### config.mk
export PLATFORM = sky130hd
export DESIGN_NAME = one_to_four_demux_reg
export DESIGN_NICKNAME = d
export VERILOG_FILES = /design/src/rtl/demux_pkg.sv /design/src/rtl/demux_slot.sv /design/src/rtl/one_to_four_demux_reg.sv
export SDC_FILE = /design/constraint.sdc
export NUM_CORES = 1
export LEC_CHECK = 0
export BUFFER_PORTS_ARGS = -buffer_cell sky130_fd_sc_hd__buf_2
export CAP_MARGIN = 20
export CORE_AREA = 2 2 85 87
export DETAILED_ROUTE_END_ITERATION = 6
export DIE_AREA = 0 0 87 89
export GPL_TIMING_DRIVEN = 0
export PLACE_DENSITY = 0.68
export SLEW_MARGIN = 40
export SYNTH_ARGS = -nofsm -noshare
export SYNTH_HDL_FRONTEND = slang
export SYNTH_SLANG_ARGS = --single-unit
### constraint.sdc
create_clock -name clk -period 3.15 [get_ports clk]
set_input_delay 0.4725 -clock clk [delete_from_list [all_inputs] [get_ports clk]]
set_output_delay 0.4725 -clock clk [all_outputs]
set_load 0.05 [all_outputs]
### src/rtl/demux_pkg.sv
// demux_pkg: shared select type, output count and select encodings for the 1-to-4 demux.
`default_nettype none

package demux_pkg;
  typedef logic [1:0] dsel_t;

  localparam int    NUM_OUT = 4;
  localparam dsel_t SEL_O1  = 2'b00;
  localparam dsel_t SEL_O2  = 2'b01;
  localparam dsel_t SEL_O3  = 2'b10;
  localparam dsel_t SEL_O4  = 2'b11;
endpackage

`default_nettype wire

### src/rtl/demux_slot.sv
// demux_slot: one single-entry holding slot (FULL flag, data register, availability).
// Optional per-slot delivery counter when DEMUX_COUNT_EN is defined.
`default_nettype none

module demux_slot #(
  parameter int WIDTH = 16
`ifdef DEMUX_COUNT_EN
  , parameter int CNT_W = 8
`endif
) (
  input  logic             clk,
  input  logic             reset_n,
  input  logic             i_load,
  input  logic [WIDTH-1:0] i_data,
  input  logic             i_ready,
  output logic             o_valid,
  output logic [WIDTH-1:0] o_data,
  output logic             o_avail
`ifdef DEMUX_COUNT_EN
  , output logic [CNT_W-1:0] o_count
`endif
);

  logic             r_full;
  logic [WIDTH-1:0] r_data;
  logic             w_drain;

  assign w_drain = r_full & i_ready;
  // A full slot being drained this cycle can take a new word on the same edge.
  assign o_avail = ~r_full | i_ready;
  assign o_valid = r_full;
  assign o_data  = r_data;

  always_ff @(posedge clk or negedge reset_n) begin
    if (!reset_n) begin
      r_full <= 1'b0;
      r_data <= '0;
    end else if (i_load) begin
      r_full <= 1'b1;
      r_data <= i_data;
    end else if (w_drain) begin
      r_full <= 1'b0;
    end
  end

`ifdef DEMUX_COUNT_EN
  logic [CNT_W-1:0] r_cnt;

  always_ff @(posedge clk or negedge reset_n) begin
    if (!reset_n) begin
      r_cnt <= '0;
    end else if (w_drain) begin
      r_cnt <= r_cnt + 1'b1;
    end
  end

  assign o_count = r_cnt;
`endif

endmodule

`default_nettype wire

### src/rtl/one_to_four_demux_reg.sv
// one_to_four_demux_reg: registered 1-to-4 valid/ready demux with independent per-output slots.
// Define DEMUX_COUNT_EN to add the packed per-output delivery counters on out_count.
`default_nettype none

module one_to_four_demux_reg
  import demux_pkg::*;
#(
  parameter int WIDTH = 16
`ifdef DEMUX_COUNT_EN
  , parameter int CNT_W = 8
`endif
) (
  input  logic               clk,
  input  logic               reset_n,
  input  logic               in_valid,
  output logic               in_ready,
  input  logic [1:0]         in_sel,
  input  logic [WIDTH-1:0]   in_data,
  output logic [NUM_OUT-1:0] out_valid,
  input  logic [NUM_OUT-1:0] out_ready,
  output logic [WIDTH-1:0]   o1,
  output logic [WIDTH-1:0]   o2,
  output logic [WIDTH-1:0]   o3,
  output logic [WIDTH-1:0]   o4
`ifdef DEMUX_COUNT_EN
  , output logic [NUM_OUT*CNT_W-1:0] out_count
`endif
);

  logic [NUM_OUT-1:0] w_dec;
  logic [NUM_OUT-1:0] w_load;
  logic [NUM_OUT-1:0] w_avail;
  logic [WIDTH-1:0]   w_data [NUM_OUT];
  logic               w_accept;
  dsel_t              w_sel;

  assign w_sel = in_sel;

  always_comb begin
    w_dec = '0;
    case (w_sel)
      SEL_O1: w_dec = 4'b0001;
      SEL_O2: w_dec = 4'b0010;
      SEL_O3: w_dec = 4'b0100;
      SEL_O4: w_dec = 4'b1000;
    endcase
  end

  // Held low while reset is asserted even though every slot reads as empty.
  assign in_ready = reset_n & w_avail[w_sel];
  assign w_accept = in_valid & in_ready;
  assign w_load   = w_dec & {NUM_OUT{w_accept}};

  generate
    for (genvar k = 0; k < NUM_OUT; k++) begin : g_slot
      demux_slot #(
        .WIDTH   (WIDTH)
`ifdef DEMUX_COUNT_EN
        , .CNT_W (CNT_W)
`endif
      ) u_slot (
        .clk     (clk),
        .reset_n (reset_n),
        .i_load  (w_load[k]),
        .i_data  (in_data),
        .i_ready (out_ready[k]),
        .o_valid (out_valid[k]),
        .o_data  (w_data[k]),
        .o_avail (w_avail[k])
`ifdef DEMUX_COUNT_EN
        , .o_count (out_count[k*CNT_W +: CNT_W])
`endif
      );
    end
  endgenerate

  assign o1 = w_data[0];
  assign o2 = w_data[1];
  assign o3 = w_data[2];
  assign o4 = w_data[3];

endmodule

`default_nettype wire

# Word level (Yosys, flattened, before mapping)
# Index checks and enable logic that the tools add are counted.
# totals
regBits	68
input_bits	25
out_inout_bits	69
# classes
magnitude_cmp	1
n_eq_ne	3
muxes	11
bitwise_logic	15
n_reduce_logical	5
# op_table
operator	n
4-bit case mux with 4 select lines	1
1-bit 2-to-1 mux	9
2-bit nonzero test	4
1-bit bitwise AND	6
4-bit bitwise AND	1
2-bit == test, second input constant	2
1-bit NOT	4
1-bit OR	4
2-bit by 3-bit < comparator with 1-bit output, second input constant	1
1-bit binary-select mux with 2-bit select	1
2-bit by 1-bit == test with 1-bit output, second input constant	1
2-bit zero test	1

# Logic depth before layout (Yosys ltp)
# Gate-level depths: netlist of the first run.
# depth
depth_word	8
mapped_depth	5
ltp_nobuf	3

# Hierarchy
# Synthesis of the first run repeated with hierarchy kept, for this count alone.
# hier_totals
hier_cells	158
area_unflattened_um2	2802.7
# by_module_without_submodules
module	n_inst	cells_each	area_each_um2
demux_slot	4	37	683.2
one_to_four_demux_reg	1	10	70.1

# Worst setup path after synthesis of the first run
# Ideal clock, no wire load.
# synth_path
kind	input to output
start	input out_ready[3]
end	output in_ready
arrival_time_ps	1412
setup_slack_ps	1265
stages	3
path_buffers	0
path_cell_list	nand2b_1 > mux4_2 > and2_1
# synth_via
elab_chain_len	4
# synth_lines
element	line	rtl
from (decl)	one_to_four_demux_reg.sv:20	input logic [NUM_OUT-1:0] out_ready,
1-bit OR	demux_slot.sv:30	assign o_avail = ~r_full | i_ready;
1-bit binary-select mux with 2-bit select	one_to_four_demux_reg.sv:50	assign in_ready = reset_n & w_avail[w_sel];
1-bit 2-to-1 mux (implied by the code)	one_to_four_demux_reg.sv:50	
1-bit bitwise AND	one_to_four_demux_reg.sv:50	
to (decl)	one_to_four_demux_reg.sv:16	output logic in_ready,
# No other way between the ends. The select of a mux whose other input is x is not followed.

# Worst setup path after layout of the first run
# layout_path
start	register g_slot[3].u_slot.r_full
end	output in_ready
# layout_via
elab_chain_len	5
# layout_lines
element	line	rtl
from (decl)	demux_slot.sv:24	logic r_full;
from (signal assigned)	demux_slot.sv:36	r_full <= 1'b0;
from (signal assigned)	demux_slot.sv:39	r_full <= 1'b1;
from (signal assigned)	demux_slot.sv:42	r_full <= 1'b0;
1-bit NOT	demux_slot.sv:30	
1-bit OR	demux_slot.sv:30	
1-bit binary-select mux with 2-bit select	one_to_four_demux_reg.sv:50	
1-bit 2-to-1 mux (implied by the code)	one_to_four_demux_reg.sv:50	
1-bit bitwise AND	one_to_four_demux_reg.sv:50	
# No other way between the ends. The select of a mux whose other input is x is not followed.

==> flow_metrics.env, run 1 <==
export IMPL_status="complete, no violations"
export IMPL_diodes=0
export IMPL_startpoint="g_slot[3].u_slot.o_valid$_DFFE_PN0P_"
export IMPL_cts_tree="yes"
export IMPL_synthFlopType="dfrtp_1"
export IMPL_fill_cells=614
export IMPL_ys_top_cells_by_area="dfrtp_1 64%, mux2_2 27%, buf_4 1.7%"
export IMPL_rows=30
export IMPL_clock_latency_ps=330
export IMPL_avgSynthCellArea_um2=16.6
export IMPL_ys_seq_elements=68
export IMPL_drtIter0Drc=43
export IMPL_clock_fmax_mhz=477
export IMPL_finalCriticalPeriod_ps=2100
export IMPL_cap_violations=0
export IMPL_finalClockSkew_ps=10.7
export IMPL_final_hold_viol_count=0
export IMPL_synth_compound_area_frac=0
export IMPL_setup_viol=0
export IMPL_drive_gt1_frac=0.704
export IMPL_grt_pass1_wl_um=8410
export IMPL_drt_vias_per_instance=4.87
export IMPL_hold_class="input port to asynchronous set/reset pin"
export IMPL_synth_xor_xnor_area_share=0
export IMPL_drtPass1Iterations=4
export IMPL_wl_per_cell_um=15.5
export IMPL_muxShareOfSynthArea=0.280
export IMPL_cp_slowest_cell="mux4_2"
export IMPL_critPathMaxFanout=3
export IMPL_synth_simple_gate_area_share=0.0504
export IMPL_cts_buffer_depth=2
export IMPL_area_growth_pct=30.2
export IMPL_final_util=0.515
export IMPL_powerDensity_mw_per_mm2=879
export IMPL_postCtsSetupRepairBufs=0
export IMPL_cts_clk_slew_worst_paths_ps=70
export IMPL_yosysUniqueCellTypes=16
export IMPL_ctsHoldBuffers=0
export IMPL_portBuffers=93
export IMPL_clkSinkCount=68
export IMPL_hpwl_um=3850
export IMPL_final_max_slew_viol_count=0
export IMPL_die_x_um=87
export IMPL_overflow=0
export IMPL_final_common_cell="buf_2"
export IMPL_path_cells="nand2b_1, mux4_2, and2_1, buf_2"
export IMPL_final_antenna_net_count=0
export IMPL_initial_core_util=0.395
export IMPL_grt_start_max_net_pins=38
export IMPL_die_y_um=89
export IMPL_ir_drop_mv=0.475
export IMPL_worst_path_buf_inv=1
export IMPL_place_inst=334
export IMPL_ys_warnings_count=0
export IMPL_crit_family="multiplexers"
export IMPL_cts_buffers=9
export IMPL_boundaryPins=94
export IMPL_first_global_vias=1635
export IMPL_antenna_found_initial=0
export IMPL_cp_required_ps=2680
export IMPL_async_flop_share=1.00
export IMPL_layout_common_cells="94 x buf_2, 68 x dfrtp_1, 64 x mux2_2"
export IMPL_startpoint_type="flip-flop"
export IMPL_root_buffer="clkbuf_8"
export IMPL_synthCells=160
export IMPL_synth_top_family_by_area="multiplexers"
export IMPL_yosysSeqAreaShare=0.641
export IMPL_syn_nets=185
export IMPL_synthDominantCellAreaShare=0.641
export IMPL_crit_arrival_ps=1620
export IMPL_gp_congestion=0.664
export IMPL_multi_input_area_um2=877
export IMPL_tightest_slew_ps=650
export IMPL_drc=0
export IMPL_max_stage_delay_ps=470
export IMPL_grt_use_total=0.145
export IMPL_slew_headroom=0.565
export IMPL_end_kind="output pin"
export IMPL_synth_edf_count=0
export IMPL_rsz0062_at_grt="false"
export IMPL_synth_area_mm2=0.00266
export IMPL_r2r_start="g_slot[0].u_slot.o_valid$_DFFE_PN0P_"
export IMPL_post_synth_top_area_cell="dfrtp_1"
export IMPL_synthAdderAreaFrac=0
export IMPL_cts_resized_gates=0
export IMPL_core_area_mm2=0.00672
export IMPL_num_nets_final=290
export IMPL_regArea_mm2=0.00170
export IMPL_worstSetupPathType="flip-flop to output pin"
export IMPL_htreeDepth=3
export IMPL_drt_total_wl_um=5410
export IMPL_power_leakage_nw=1.68
export IMPL_vias=1703
export IMPL_period_share=0.665
export IMPL_die_area_mm2=0.00774
export IMPL_instances_no_fill=350
[worst register-to-register path: cells and delay by family (launching register included)]
family	cells	cell delay (ps)
mux	1	350
simple gates	2	740
flops	1	410
buf+inv	1	260
[report_power, final]
group	total (mW)	switching, mW	internal, mW	leakage (nW)
combinational	1.15	0.859	0.296	0.765
clock	0.734	0.325	0.409	0.0938
sequential	1.15	0.0901	1.06	0.822
total	3.04	1.27	1.77	1.68
[worst paths after layout]
path / to / slack (ps) / depth (start not counted)
setup / recovery: in_ready / 1050 / 4
hold / removal: g_slot[1].u_slot.o_data[1]$_DFFE_PN0P_ / 30 / 1
setup reg to reg: g_slot[0].u_slot.o_data[7]$_DFFE_PN0P_ / 1270 / 4
hold reg to reg: g_slot[3].u_slot.o_data[1]$_DFFE_PN0P_ / 500 / 1
max in group asynchronous: g_slot[0].u_slot.o_data[7]$_DFFE_PN0P_ / 2620 / 2
min in group clk: g_slot[1].u_slot.o_data[12]$_DFFE_PN0P_ / 410 / 2
[layer usage]
metal / global-route usage / up-vias / part of all wire
li1: - / 772 / -
met4: 0.0341 / 0 / 0.0050
met1: 0.184 / 861 / 0.46
met3: 0.0646 / 4 / 0.074
met5: 0 / - / 0
met2: 0.230 / 66 / 0.46
[state kept, by name, summed over array words and instances (netlist names)]
register	count
g_slot.u_slot.o_valid	4
g_slot.u_slot.o_data	64
[stage by stage]
step	instance area, um2	setup slack [ps]	hold slack [ps]	power, mW	setup TNS [ps]
6_report	3460	1050	33.9	3.04	0
5_1_grt	3460	968	42.7	3.18	0
4_1_cts	3460	1020	26.5	3.08	0
3_5_place_dp	3250	808	387	2.34	0
3_3_place_gp	3220	-229	482	2.32	-2210
2_1_floorplan	2660	1270	177	2.04	0
[cells by family after synthesis]
group / count (synthesis)
buffers and inverters: 10
flip-flops: 68
multiplexers: 65
AND/OR/NAND/NOR: 17
[area by class of cell]
cell class                      instances  area share
Buffer                                 10      0.0224
Clock buffer                           11      0.0438
Clock inverter                          5      0.0174
Multi-Input combinational cell         82       0.254
Sequential cell                        68       0.492
Tap cell                               80      0.0289
Timing Repair Buffer                   94       0.142
[cells in the mapped netlist, types with 2 or more instances]
cell	instances
dfrtp_1	68
mux2_2	64
buf_4	6
nand2b_1	4
nand2_1	3
buf_2	2
buf_6	2
nand4b_1	2
nor2b_1	2
(Power assumes the default switching activity.)
==> run 2: changes to the inputs <==
Clock period 3.15 ns to 2 ns, I/O delays scaled along.
==> run 2 against run 1 <==
Clock skew about the same. First-iteration DRC count increased by 23%. Sequential power rose by 58%. Combinational power grew 59%. Count of clock-buffer cells in the layout did not move. Setup slack got worse by 960 ps. Global-route usage grew 0.30 points. Worst hold slack improved by 200 ps. Highest routed layer unchanged.
==> flow_metrics.env, run 2 (synthesis gave the netlist of run 1 again) <==
export IMPL_place_inst=334
export IMPL_layout_common_cells="93 x buf_2, 68 x dfrtp_1, 64 x mux2_2"
export IMPL_period_share=0.954
export IMPL_cts_clk_slew_worst_paths_ps=80
export IMPL_grt_pass1_wl_um=8540
export IMPL_clock_latency_ps=330
export IMPL_fin_hold_ws_ps=238
export IMPL_first_global_vias=1647
export IMPL_grt_start_max_net_pins=37
export IMPL_final_hold_viol_count=0
export IMPL_slew_headroom=0.750
export IMPL_cts_buffer_depth=2
export IMPL_power_switching_mw=2.01
export IMPL_instances_no_fill=353
export IMPL_regArea_mm2=0.00170
export IMPL_vias=1716
export IMPL_tightest_slew_ps=374
export IMPL_final_common_cell="buf_2"
export IMPL_multi_input_area_um2=877
export IMPL_cts_tree="yes"
export IMPL_area_growth_pct=31.7
export IMPL_hold_class="input port to flip-flop"
export IMPL_diodes=0
export IMPL_largest_reg_flops=64
export IMPL_drc=0
export IMPL_grt_use_total=0.148
export IMPL_fill_cells=606
export IMPL_core_area_mm2=0.00672
export IMPL_crit_arrival_ps=1610
export IMPL_clkSinkCount=68
export IMPL_gp_congestion=0.664
export IMPL_rows=30
export IMPL_die_y_um=89
export IMPL_drt_vias_per_instance=4.86
export IMPL_die_area_mm2=0.00774
export IMPL_critPathMaxFanout=3
export IMPL_boundaryPins=94
export IMPL_wl_per_cell_um=15.6
export IMPL_setup_viol=0
export IMPL_power_clock_fraction=0.241
export IMPL_final_antenna_net_count=0
export IMPL_clock_fmax_mhz=524
export IMPL_timing_reg2reg_setup_slack_ps=390
export IMPL_hpwl_um=3850
export IMPL_end_kind="output pin"
export IMPL_cap_violations=0
export IMPL_antenna_found_initial=0
export IMPL_finalClockSkew_ps=10.9
export IMPL_powerDensity_mw_per_mm2=1370
export IMPL_final_setup_worst_slack_ps=91.9
export IMPL_place_ws_ps=-169
export IMPL_htreeDepth=3
export IMPL_cp_required_ps=1700
export IMPL_pwr_share_seq=0.378
export IMPL_final_max_slew_viol_count=0
export IMPL_die_x_um=87
export IMPL_drtIter0Drc=53
export IMPL_drive_gt1_frac=0.703
export IMPL_p_sw_frac=0.419
export IMPL_intPower_mw=2.79
export IMPL_worstSetupPathType="flip-flop to output pin"
export IMPL_drt_total_wl_um=5520
export IMPL_initial_core_util=0.395
export IMPL_drtPass1Iterations=4
export IMPL_cts_buffers=9
export IMPL_finalCriticalPeriod_ps=1910
export IMPL_startpoint_type="flip-flop"
export IMPL_combPwrFrac=0.381
export IMPL_overflow=0
export IMPL_power_leakage_nw=1.70
export IMPL_ir_drop_mv=0.750
export IMPL_rsz0062_at_grt="false"
export IMPL_root_buffer="clkbuf_8"
export IMPL_num_nets_final=293
export IMPL_status="complete, no violations"
export IMPL_portBuffers=93
## run 2: worst max-delay path, cell delays in order, from the launching register on
cell and delay, ps:
dfrtp_1 360, nand2b_1 110, mux4_2 470, and2_1 170, buf_4 180
## run 2: layout make-up
cell class,instances,share of cell area
repair buffers,97,0.152
multi-input cells,82,0.251
clock inverters,5,0.0172
flip-flops and latches,68,0.486
clock buffers,11,0.0433
well taps,80,0.0286
plain buffers,10,0.0222
## run 2: repair_timing
item / 4_1_cts / 5_1_grt
hold buffers: 2 / 0
setup endpoints to repair: 0 / 2
endpoints found under the hold margin: 32 / 0
setup buffers: 0 / 1
resized for setup: 0 / 2
## run 2: power groups by stage
stage / combinational [mW] / sequential (mW) / clock [mW]
floorplan: 0.320 / 2.89 / 0
global placement: 1.81 / 1.83 / 0
detailed placement: 1.83 / 1.84 / 0
CTS: 1.84 / 1.82 / 1.19
global route: 1.91 / 1.85 / 1.26
finish: 1.83 / 1.82 / 1.16
## run 2: worst paths after layout
path	startpoint	to	cells after the start
worst max register to register	g_slot[3].u_slot.o_valid$_DFFE_PN0P_	g_slot[3].u_slot.o_data[7]$_DFFE_PN0P_	4
min in group asynchronous	reset_n	g_slot[3].u_slot.o_data[11]$_DFFE_PN0P_	3
worst min-delay path	in_data[12]	g_slot[1].u_slot.o_data[12]$_DFFE_PN0P_	2
worst min register to register	g_slot[3].u_slot.o_data[1]$_DFFE_PN0P_	g_slot[3].u_slot.o_data[1]$_DFFE_PN0P_	1
max in group asynchronous	reset_n	g_slot[0].u_slot.o_data[7]$_DFFE_PN0P_	3
worst max-delay path	g_slot[3].u_slot.o_valid$_DFFE_PN0P_	in_ready	4
## run 2: routing by layer
layer	vias to the layer above	GRT usage	wire, um
met5	-	0	0
met2	69	0.234	2560
met4	0	0.0341	30
met1	865	0.190	2520
li1	778	-	-
met3	4	0.0646	410
## run 2: metrics by stage
stage / area [um2] / utilization / setup TNS, ps / total power [mW]
after floorplan: 2660 / - / 0 / 3.21
after global placement: 3220 / 0.480 / -59540 / 3.65
after detailed placement: 3250 / 0.483 / -1450 / 3.68
after CTS: 3490 / 0.519 / 0 / 4.85
after global routing: 3500 / 0.521 / 0 / 5.02
final: 3500 / 0.521 / 0 / 4.80
